### config.mk
export PLATFORM = sky130hd
export DESIGN_NAME = processing_element
export DESIGN_NICKNAME = d
export VERILOG_FILES = /design/src/rtl/coproc_pkg.sv /design/src/rtl/pe_mac.sv /design/src/rtl/processing_element.sv
export SDC_FILE = /design/constraint.sdc
export NUM_CORES = 2
export LEC_CHECK = 0
export ABC_AREA = 0
export BUFFER_PORTS_ARGS = -buffer_cell sky130_fd_sc_hd__buf_2
export CORE_ASPECT_RATIO = 1.2
export CORE_MARGIN = 8
export CORE_UTILIZATION = 55
export CTS_BUF_LIST = sky130_fd_sc_hd__clkbuf_4 sky130_fd_sc_hd__clkbuf_8
export DETAILED_ROUTE_END_ITERATION = 6
export PLACE_DENSITY = 0.73
export SLEW_MARGIN = 20
export SYNTH_ARGS = -nofsm -noshare
export SYNTH_HDL_FRONTEND = slang
export SYNTH_HIERARCHICAL = 1
export SYNTH_SLANG_ARGS = --single-unit
### constraint.sdc
create_clock -name i_Clk -period 20.3 [get_ports i_Clk]
set_clock_uncertainty 0.05 [all_clocks]
set_input_delay 1.015 -clock i_Clk [delete_from_list [all_inputs] [get_ports i_Clk]]
set_output_delay 1.015 -clock i_Clk [all_outputs]
set_load 0.005 [all_outputs]
### src/rtl/coproc_pkg.sv
// Shared definitions for the coprocessor: PE state encoding and default widths.
// Latency: n/a (types and constants only).
// Backpressure: n/a.
package coproc_pkg;

    localparam int PE_DATA_W = 32;
    localparam int PE_ADDR_W = 16;
    localparam int PE_IDX_W  = 8;

    // Encoding is shared with the main control unit, which decodes PE status.
    typedef enum logic [2:0] {
        PE_IDLE = 3'd0,
        PE_REQ  = 3'd1,
        PE_RD_A = 3'd2,
        PE_RD_B = 3'd3,
        PE_ACC  = 3'd4,
        PE_WR   = 3'd5,
        PE_DONE = 3'd6
    } pe_state_t;

    // The PE owns (or is asking for) the memory bus from REQ through WR.
    function automatic logic pe_wants_bus(input pe_state_t s);
        return (s == PE_REQ) || (s == PE_RD_A) || (s == PE_RD_B) ||
               (s == PE_ACC) || (s == PE_WR);
    endfunction

endpackage

### src/rtl/pe_mac.sv
// Signed multiply-accumulate for one C element; acc is 2*DATA_W wide, result is acc narrowed to DATA_W.
// Latency: one cycle per accumulate; result is combinational from the accumulator.
// Backpressure: none internally; the caller only pulses load_a/acc_en on granted cycles.
// Build option: PROCESSING_ELEMENT_SATURATE_EN clamps the result to the signed DATA_W range instead of truncating.
module pe_mac #(
    parameter int DATA_W = 32
) (
    input  logic              clk,
    input  logic              rst,
    input  logic              clr,
    input  logic              load_a,
    input  logic              acc_en,
    input  logic [DATA_W-1:0] operand,
    output logic [DATA_W-1:0] result
);

`ifdef PROCESSING_ELEMENT_SATURATE_EN
    localparam bit SATURATE = 1'b1;
`else
    localparam bit SATURATE = 1'b0;
`endif

    logic signed [DATA_W-1:0]   a_q;
    logic signed [2*DATA_W-1:0] acc_q;
    logic signed [2*DATA_W-1:0] prod;
    logic        [DATA_W:0]     acc_top;
    logic                       overflow;

    assign prod     = (2*DATA_W)'(a_q) * (2*DATA_W)'($signed(operand));
    // Fits in DATA_W signed only if the top DATA_W+1 bits are all equal.
    assign acc_top  = acc_q[2*DATA_W-1:DATA_W-1];
    assign overflow = !((&acc_top) || (~|acc_top));

    // Operand a and the accumulator; clear wins over any update.
    always_ff @(posedge clk or posedge rst) begin
        if (rst) begin
            a_q   <= '0;
            acc_q <= '0;
        end else if (clr) begin
            a_q   <= '0;
            acc_q <= '0;
        end else begin
            if (load_a) a_q   <= $signed(operand);
            if (acc_en) acc_q <= acc_q + prod;
        end
    end

    // Narrow the accumulator: clamp on overflow when saturating, else keep low bits.
    always_comb begin
        result = acc_q[DATA_W-1:0];
        if (SATURATE && overflow)
            result = acc_q[2*DATA_W-1] ? {1'b1, {(DATA_W-1){1'b0}}}
                                       : {1'b0, {(DATA_W-1){1'b1}}};
    end

endmodule

### src/rtl/processing_element.sv
// Computes one C[row][col] = sum_k A[row][k]*B[k][col] over a shared memory bus and writes it back.
// Latency: 3N+3 cycles from index accept to o_Result_Ready with the grant held continuously.
// Backpressure: any cycle without i_Grant in RD_A/RD_B/ACC/WR stalls in place; build option PROCESSING_ELEMENT_SATURATE_EN (see pe_mac).
module processing_element
    import coproc_pkg::*;
#(
    parameter int DATA_W = PE_DATA_W,
    parameter int ADDR_W = PE_ADDR_W,
    parameter int IDX_W  = PE_IDX_W
) (
    input  logic              i_Clk,
    input  logic              i_Reset,
    input  logic              i_Indexes_Ready,
    input  logic [IDX_W-1:0]  i_Row_Index,
    input  logic [IDX_W-1:0]  i_Column_Index,
    output logic              o_Indexes_Received,
    input  logic [IDX_W-1:0]  i_Dim,
    input  logic [ADDR_W-1:0] i_A_Base,
    input  logic [ADDR_W-1:0] i_B_Base,
    input  logic [ADDR_W-1:0] i_C_Base,
    output logic              o_Grant_Request,
    input  logic              i_Grant,
    output logic [ADDR_W-1:0] o_Memory_Address,
    output logic              o_Mem_Read,
    output logic              o_Mem_Write,
    output logic [DATA_W-1:0] o_Mem_Wdata,
    input  logic [DATA_W-1:0] i_Mem_Rdata,
    output logic              o_Result_Ready,
    output logic              o_Busy
);

    pe_state_t         state_q, state_d;
    logic [IDX_W-1:0]  k_q, row_q, col_q, dim_q;
    logic              rd_pend_q;
    logic [DATA_W-1:0] hold_q;
    logic [DATA_W-1:0] rd_data;
    logic [DATA_W-1:0] mac_result;
    logic [ADDR_W-1:0] a_addr, b_addr, c_addr;
    logic              accept, clr, load_a, acc_en, k_inc, last_k;

    // Read data is only valid the cycle after a strobe; hold it so a stall
    // in RD_B or ACC still consumes the right word when the grant returns.
    assign rd_data = rd_pend_q ? i_Mem_Rdata : hold_q;
    assign last_k  = (k_q == dim_q - IDX_W'(1));

    // Address generation, all modulo 2^ADDR_W.
    assign a_addr = i_A_Base + ADDR_W'(row_q) * ADDR_W'(dim_q) + ADDR_W'(k_q);
    assign b_addr = i_B_Base + ADDR_W'(k_q) * ADDR_W'(dim_q) + ADDR_W'(col_q);
    assign c_addr = i_C_Base + ADDR_W'(row_q) * ADDR_W'(dim_q) + ADDR_W'(col_q);

    // State, latched indexes, k counter and read-data capture.
    always_ff @(posedge i_Clk or posedge i_Reset) begin
        if (i_Reset) begin
            state_q   <= PE_IDLE;
            k_q       <= '0;
            row_q     <= '0;
            col_q     <= '0;
            dim_q     <= '0;
            rd_pend_q <= 1'b0;
            hold_q    <= '0;
        end else begin
            state_q   <= state_d;
            rd_pend_q <= o_Mem_Read;
            if (rd_pend_q) hold_q <= i_Mem_Rdata;
            if (accept) begin
                row_q <= i_Row_Index;
                col_q <= i_Column_Index;
                dim_q <= i_Dim;
                k_q   <= '0;
            end else if (k_inc) begin
                k_q <= k_q + IDX_W'(1);
            end
        end
    end

    // Next state, bus strobes and datapath controls.
    always_comb begin
        state_d            = state_q;
        accept             = 1'b0;
        clr                = 1'b0;
        load_a             = 1'b0;
        acc_en             = 1'b0;
        k_inc              = 1'b0;
        o_Indexes_Received = 1'b0;
        o_Memory_Address   = '0;
        o_Mem_Read         = 1'b0;
        o_Mem_Write        = 1'b0;
        o_Mem_Wdata        = '0;
        o_Result_Ready     = 1'b0;
        o_Grant_Request    = pe_wants_bus(state_q);
        o_Busy             = (state_q != PE_IDLE);
        case (state_q)
            PE_IDLE: if (i_Indexes_Ready) begin
                accept             = 1'b1;
                clr                = 1'b1;
                o_Indexes_Received = 1'b1;
                state_d            = PE_REQ;
            end
            PE_REQ: if (i_Grant) state_d = (dim_q == '0) ? PE_WR : PE_RD_A;
            PE_RD_A: if (i_Grant) begin
                o_Memory_Address = a_addr;
                o_Mem_Read       = 1'b1;
                state_d          = PE_RD_B;
            end
            PE_RD_B: if (i_Grant) begin
                o_Memory_Address = b_addr;
                o_Mem_Read       = 1'b1;
                load_a           = 1'b1;
                state_d          = PE_ACC;
            end
            PE_ACC: if (i_Grant) begin
                acc_en = 1'b1;
                if (last_k) begin
                    state_d = PE_WR;
                end else begin
                    k_inc   = 1'b1;
                    state_d = PE_RD_A;
                end
            end
            PE_WR: if (i_Grant) begin
                o_Memory_Address = c_addr;
                o_Mem_Write      = 1'b1;
                o_Mem_Wdata      = mac_result;
                state_d          = PE_DONE;
            end
            PE_DONE: begin
                o_Result_Ready = 1'b1;
                state_d        = PE_IDLE;
            end
            default: state_d = PE_IDLE;
        endcase
    end

    pe_mac #(.DATA_W(DATA_W)) u_mac (
        .clk     (i_Clk),
        .rst     (i_Reset),
        .clr     (clr),
        .load_a  (load_a),
        .acc_en  (acc_en),
        .operand (rd_data),
        .result  (mac_result)
    );

endmodule

Yosys cells after proc, flatten, opt, wreduce, memory -nomap -nowiden
Index checks and enable logic that the tools add are counted. W data, S select, Z words.

Register bits after elaboration: 164. Bits in latches: 0. Memory bits (writable): 0. Memory bits (read-only): 0. Input port bits: 108. Output and inout bits: 54. Word-level logic and storage cells: 79. Memories kept: 0.

Add/sub/neg operators: 9. $mul: 3. Divide/modulo/power cells: 0. $lt $le $gt $ge: 0. Eq/ne operators: 13. Shift-type cells: 0. Muxes and demuxes: 33. Bitwise operators: 0. Reduce and logical (&&, ||, !) cells: 12.

Operator list (count): $mux W32 (5); $mux W64 (2); $add A64 B64 Y64 (1); $mul A32 B32 Y64 (1); $add A16 B16 Y16 (3); $add A16 B8 Y16 (3); $mux W16 (3); $pmux W16 S3 (1); $mul A8 B8 Y16 (2); $mux W3 (8); $pmux W3 S6 (1); $mux W8 (2); $ne A2 B2 Y1 const B (6); $mux W1 (11); $eq A3 B3 Y1 const B (3); $add A8 B1 Y8 const B (1); $eq A8 B8 Y1 (1); $logic_not A8 Y1 (1); $sub A8 B1 Y8 const B (1); $eq A3 B2 Y1 const B (2); $reduce_and A6 Y1 (1); $reduce_bool A2 Y1 (3); $logic_or A1 B1 Y1 (4); $eq A3 B1 Y1 const B (1); 3 further kinds (3).

Logic depth before layout (Yosys ltp)
Depth in word-level cells: 7. Gate-level depth with buffers: 30.

Cells and area by module
The synthesis kept the hierarchy.

Modules (own cells, without submodules): pe_mac (times used 1, cells an instance 2167, area an instance 19810.2 µm²); processing_element (times used 1, cells an instance 1106, area an instance 10104.7 µm²).

Least setup slack after synthesis
Ideal clock, no wire load.

Kind: input -> register. From: input i_Mem_Rdata[4]. To: register u_mac.acc_q[29]. Setup time: 132 ps. Data arrival time: 7789 ps. Setup slack: 12329 ps. Cell stages on the path: 26. Buffers on the path: 2. Cell sequence: mux2_2 > clkbuf_1 > clkbuf_1 > and2_1 > fa_1 > fa_1 > inv_1 > fa_1 > fa_1 > inv_1 > fa_1 > fa_1 > fa_1 > inv_1 > fa_1 > inv_1 > ha_1 > a21o_1 > or4_1 > o221ai_1 > o21ai_0 > nor2_1 > o21ai_1 > xnor2_1 > mux2i_1 > nor2_1.

Cells in the longest elaborated chain, start to end: 5.

RTL lines: start, declared (RTL line processing_element.sv:27) `input logic [DATA_W-1:0] i_Mem_Rdata,`; $mux W32; $mul A32 B32 Y64 (RTL line pe_mac.sv:29) `assign prod = (2*DATA_W)'(a_q) * (2*DATA_W)'($signed(operand));`; $add A64 B64 Y64 (RTL line pe_mac.sv:44) `if (acc_en) acc_q <= acc_q + prod;`; $mux W64 (RTL line pe_mac.sv:44); $mux W64 (RTL line pe_mac.sv:39) `end else if (clr) begin`; end signal, assigned (RTL line pe_mac.sv:44); end, declared (RTL line pe_mac.sv:24) `logic signed [2*DATA_W-1:0] acc_q;`.

No other way between the ends. The select of a mux whose other input is x is not followed. A chain may end at the register's enable or synchronous reset.

Worst setup path after layout
From: register rd_pend_q. To: register u_mac.acc_q[31].

Cells in the longest elaborated chain, start to end: 5.

RTL lines: start, declared (RTL line processing_element.sv:34) `logic rd_pend_q;`; start signal, assigned (RTL line processing_element.sv:63) `rd_pend_q <= o_Mem_Read;`; $mux W32; named net rd_data[4] (RTL line processing_element.sv:36) `logic [DATA_W-1:0] rd_data;`; $mul A32 B32 Y64 (RTL line pe_mac.sv:29); $add A64 B64 Y64 (RTL line pe_mac.sv:44); $mux W64 (RTL line pe_mac.sv:44); $mux W64 (RTL line pe_mac.sv:39).

The timed path passes the listed nets, and every way through them passes these cells. The select of a mux whose other input is x is not followed.

==> run_results.csv <==
group,metric,value,unit
run_status,outcome,"completed",
die,coreArea,53800,um2
yosys,syn-num-nets,4208,
placed_design,dp_hpwl,64000,um
global_routing,grtUsageMet2,47.6,%
clock_network,holdBufCountCts,0,
route,wl,80900,um
setup_path,worstSetupStartpointType,"flop",
final_layout,finalCoreUtilization,58.9,%
yosys,syn_inst,3273,
setup_path,slowest_delay,0.63,ns
route,drtIter0Drc,1118,
yosys,ys_dominant_reg_cell,"dfrtp_1",
sta,post-route-min-period,8.37,ns
sta,timing.fmax,119,MHz
setup_path,crit_arrival,8.74,ns
global_routing,grt_use_met3,4.45,%
placed_design,gp_congestion,0.931,
final_layout,nets,4259,
route,firstDrtPassIters,5,
setup_path,crit_path_frequent_cell,"fa_1",
clock_network,clk_latency,0.59,ns
yosys,synth_edf_count,0,
clock_network,cts_buffers,17,
clock_network,cts_tree,"built",
sta,worstMarginPinSlew,1.01,ns
sta,rsz0062_at_grt,"false",
clock_network,clock_sinks,132,
yosys,seq_area_frac_synth,11.0,%
clock_network,cts-root-buf,"clkbuf_8",
final_layout,nFillCells,4768,
setup_path,worstPathMaxFanout,32,
clock_network,cts_setup_buffers,0,
die,ioPinCount,162,
placed_design,placement.io_buffers,161,
clock_network,htreeDepth,4,
sta,relSlewSlack,32.6,%
flow_run,cap_viol_max_count,0,
global_routing,grt_pass1_wl,130000,um
die,fp.dieH,271,um
final_layout,final_layout_size_suffix_gt1_share,8.81,%
route,wl_per_cell,20.0,um
sta,report.final.hold_viol_count,0,
die,rows,93,
die,initial_core_util,55.6,%
yosys,synth_area_per_cell,9.14,um2
route,vias,22100,
die,die_x,229,um
yosys,yosys_warnings,6,
yosys,synth_area,29900,um2
final_layout,area_growth,5.88,%
global_routing,met1_usage,30.1,%
global_routing,antenna_found_initial,1,
global_routing,overflow,0,
clock_network,path_clk_slew,0.09,ns
global_routing,grt.busiest_layer,"met2",
clock_network,cts_resized,0,
die,dieArea,62100,um2
setup_path,crit_path_end_kind,"flop",
global_routing,grtUsageTotal,26.8,%
global_routing,grt_pass1_vias,24300,
sta,period_share,41.3,%
sta,finalSetupViolCount,0,
worst_hold_path,hp-class,"reg2reg",
sta,tns,0,ns
yosys,synthDistinctLibCells,77,
route,vias_per_cell,5.46,
sta,drv_slew,0,
setup_path,critPathRequiredTime,20.67,ns
setup_path,crit_path_top_delay_cell,"mux2_2",
setup_path,crit_type,"reg2reg",
route,post-route-drc-count,0,
clock_network,clockBufferDepth,2,
global_routing,grt_max_degree,69,
setup_path,reg2reg_slack,11.93,ns
route,detail-route-antenna-nets,0,
yosys,synth_async_sr_flop_share,100,%
yosys,synth_seq_cells,132,
==> cell type report <==
cell class              count  area [um2]  area share [%]
diodes                      1        2.50         0.00790
clock buffers              18         248           0.782
repair buffers            188        1010            3.20
inverters                 732        2750            8.68
well taps                 712         891            2.81
flip-flops and latches    132        3300            10.4
multi-input cells        2253       23300            73.4
clock inverters            14         213           0.672
==> per-stage QoR <==
| stage | area [um2] | setup WS, ns | cells | hold slack (ns) |
|---|---|---|---|---|
| after global routing | 31700 | 11.61 | 4049 | 0.535 |
| after global placement | 31200 | 11.89 | 4017 | 0.464 |
| final | 31700 | 11.93 | 4050 | 0.498 |
| after detailed placement | 31200 | 11.80 | 4017 | 0.474 |
| after floorplan | 29900 | 12.33 | 3273 | 0.418 |
| after CTS | 31700 | 11.90 | 4049 | 0.494 |
==> critical path: cells and delay by family (launching register included) <==
kind,cells,cell delay (ns)
adder cells (fa/ha/maj),9,4.47
AND/OR/NAND/NOR,4,1.00
AO/OA/AOI/OAI,4,0.79
multiplexers,2,0.78
buffers and inverters,5,0.62
flip-flops,1,0.33
XOR/XNOR,1,0.15
==> synth_stat cells (all sizes together), types with 10 or more instances <==
library cell | count | share of area (%)
o21bai | 14 | 0.35
xor2 | 34 | 1.0
xnor2 | 113 | 3.3
nor2b | 13 | 0.27
nor2 | 116 | 1.5
buf | 25 | 0.41
o21ai | 44 | 0.75
o21a | 10 | 0.25
nand2b | 11 | 0.23
and2 | 414 | 8.7
ha | 280 | 12
a21oi | 58 | 0.98
fa | 547 | 37
nand3 | 14 | 0.25
a211oi | 10 | 0.25
nor3 | 24 | 0.40
mux2i | 54 | 1.8
mux2 | 51 | 1.9
clkbuf | 131 | 1.6
inv | 732 | 9.2
a21o | 22 | 0.55
dfrtp | 132 | 11
nand2 | 325 | 4.1
==> cell usage in the layout, fill, tap and decap left out, types with 3 or more instances in the layout <==
cell,count
ha_1,280
o31ai_1,6
o21a_1,10
dfrtp_1,132
a21boi_0,3
nand3b_1,4
xnor2_1,113
clkbuf_8,18
nand2_1,325
nand2b_1,11
nor2b_1,13
a21oi_1,57
inv_1,728
mux2_2,51
buf_2,161
fa_1,547
bufinv_16,4
o221ai_1,5
o2111ai_1,4
o21ai_1,5
nor2_1,116
clkinv_4,4
o22ai_1,7
nor4_1,4
a211oi_1,10
o21ai_0,38
and2_1,413
a21o_1,22
inv_6,4
nor3_1,23
a31oi_1,7
xor2_1,34
nand3_1,13
buf_4,26
nand4_1,6
or2_2,4
mux2i_1,54
o21bai_1,14
==> kinds of logic after synthesis <==
family,share of synthesized area [%]
and+or+nand+nor,16.2
DFF,11.0
buffers and inverters,11.2
xor gates and xnor gates,4.45
AOI/OAI and AO/OA,5.01
adders and majority gates,48.3
muxes,3.73
==> layer usage <==
layer / vias to the layer above / share of wire [%] / wire, um
met1: 11200 / 37 / 30300
met5: - / 0 / 0
met3: 266 / 5.5 / 4460
met4: 0 / 6.7 / 5400
met2: 777 / 50 / 40800
li1: 9894 / - / -
==> state kept, by name (all words and copies together), names as in the netlist <==
| name | cells |
|---|---|
| state_q | 3 |
| rd_pend_q | 1 |
| hold_q | 32 |
| u_mac/a_q | 32 |
| col_q | 8 |
| u_mac/acc_q | 32 |
| dim_q | 8 |
| k_q | 8 |
| row_q | 8 |
==> worst paths after layout <==
| kind | start | endpoint | depth (start not counted) |
|---|---|---|---|
| worst max register to register | rd_pend_q$_DFF_PP0_ | u_mac/acc_q[31]$_DFFE_PP0P_ | 25 |
| worst max-delay path | rd_pend_q$_DFF_PP0_ | u_mac/acc_q[31]$_DFFE_PP0P_ | 25 |
| min in group asynchronous | i_Reset | hold_q[11]$_DFF_PP0_ | 3 |
| worst min register to register | u_mac/a_q[31]$_DFFE_PP0P_ | u_mac/a_q[31]$_DFFE_PP0P_ | 2 |
| max in group asynchronous | i_Reset | u_mac/acc_q[29]$_DFFE_PP0P_ | 3 |
| worst min-delay path | u_mac/a_q[31]$_DFFE_PP0P_ | u_mac/a_q[31]$_DFFE_PP0P_ | 2 |
Power is left out: the tool's default activity adds up to more than one toggle a clock period on the data nets, which glitch-free logic cannot reach.
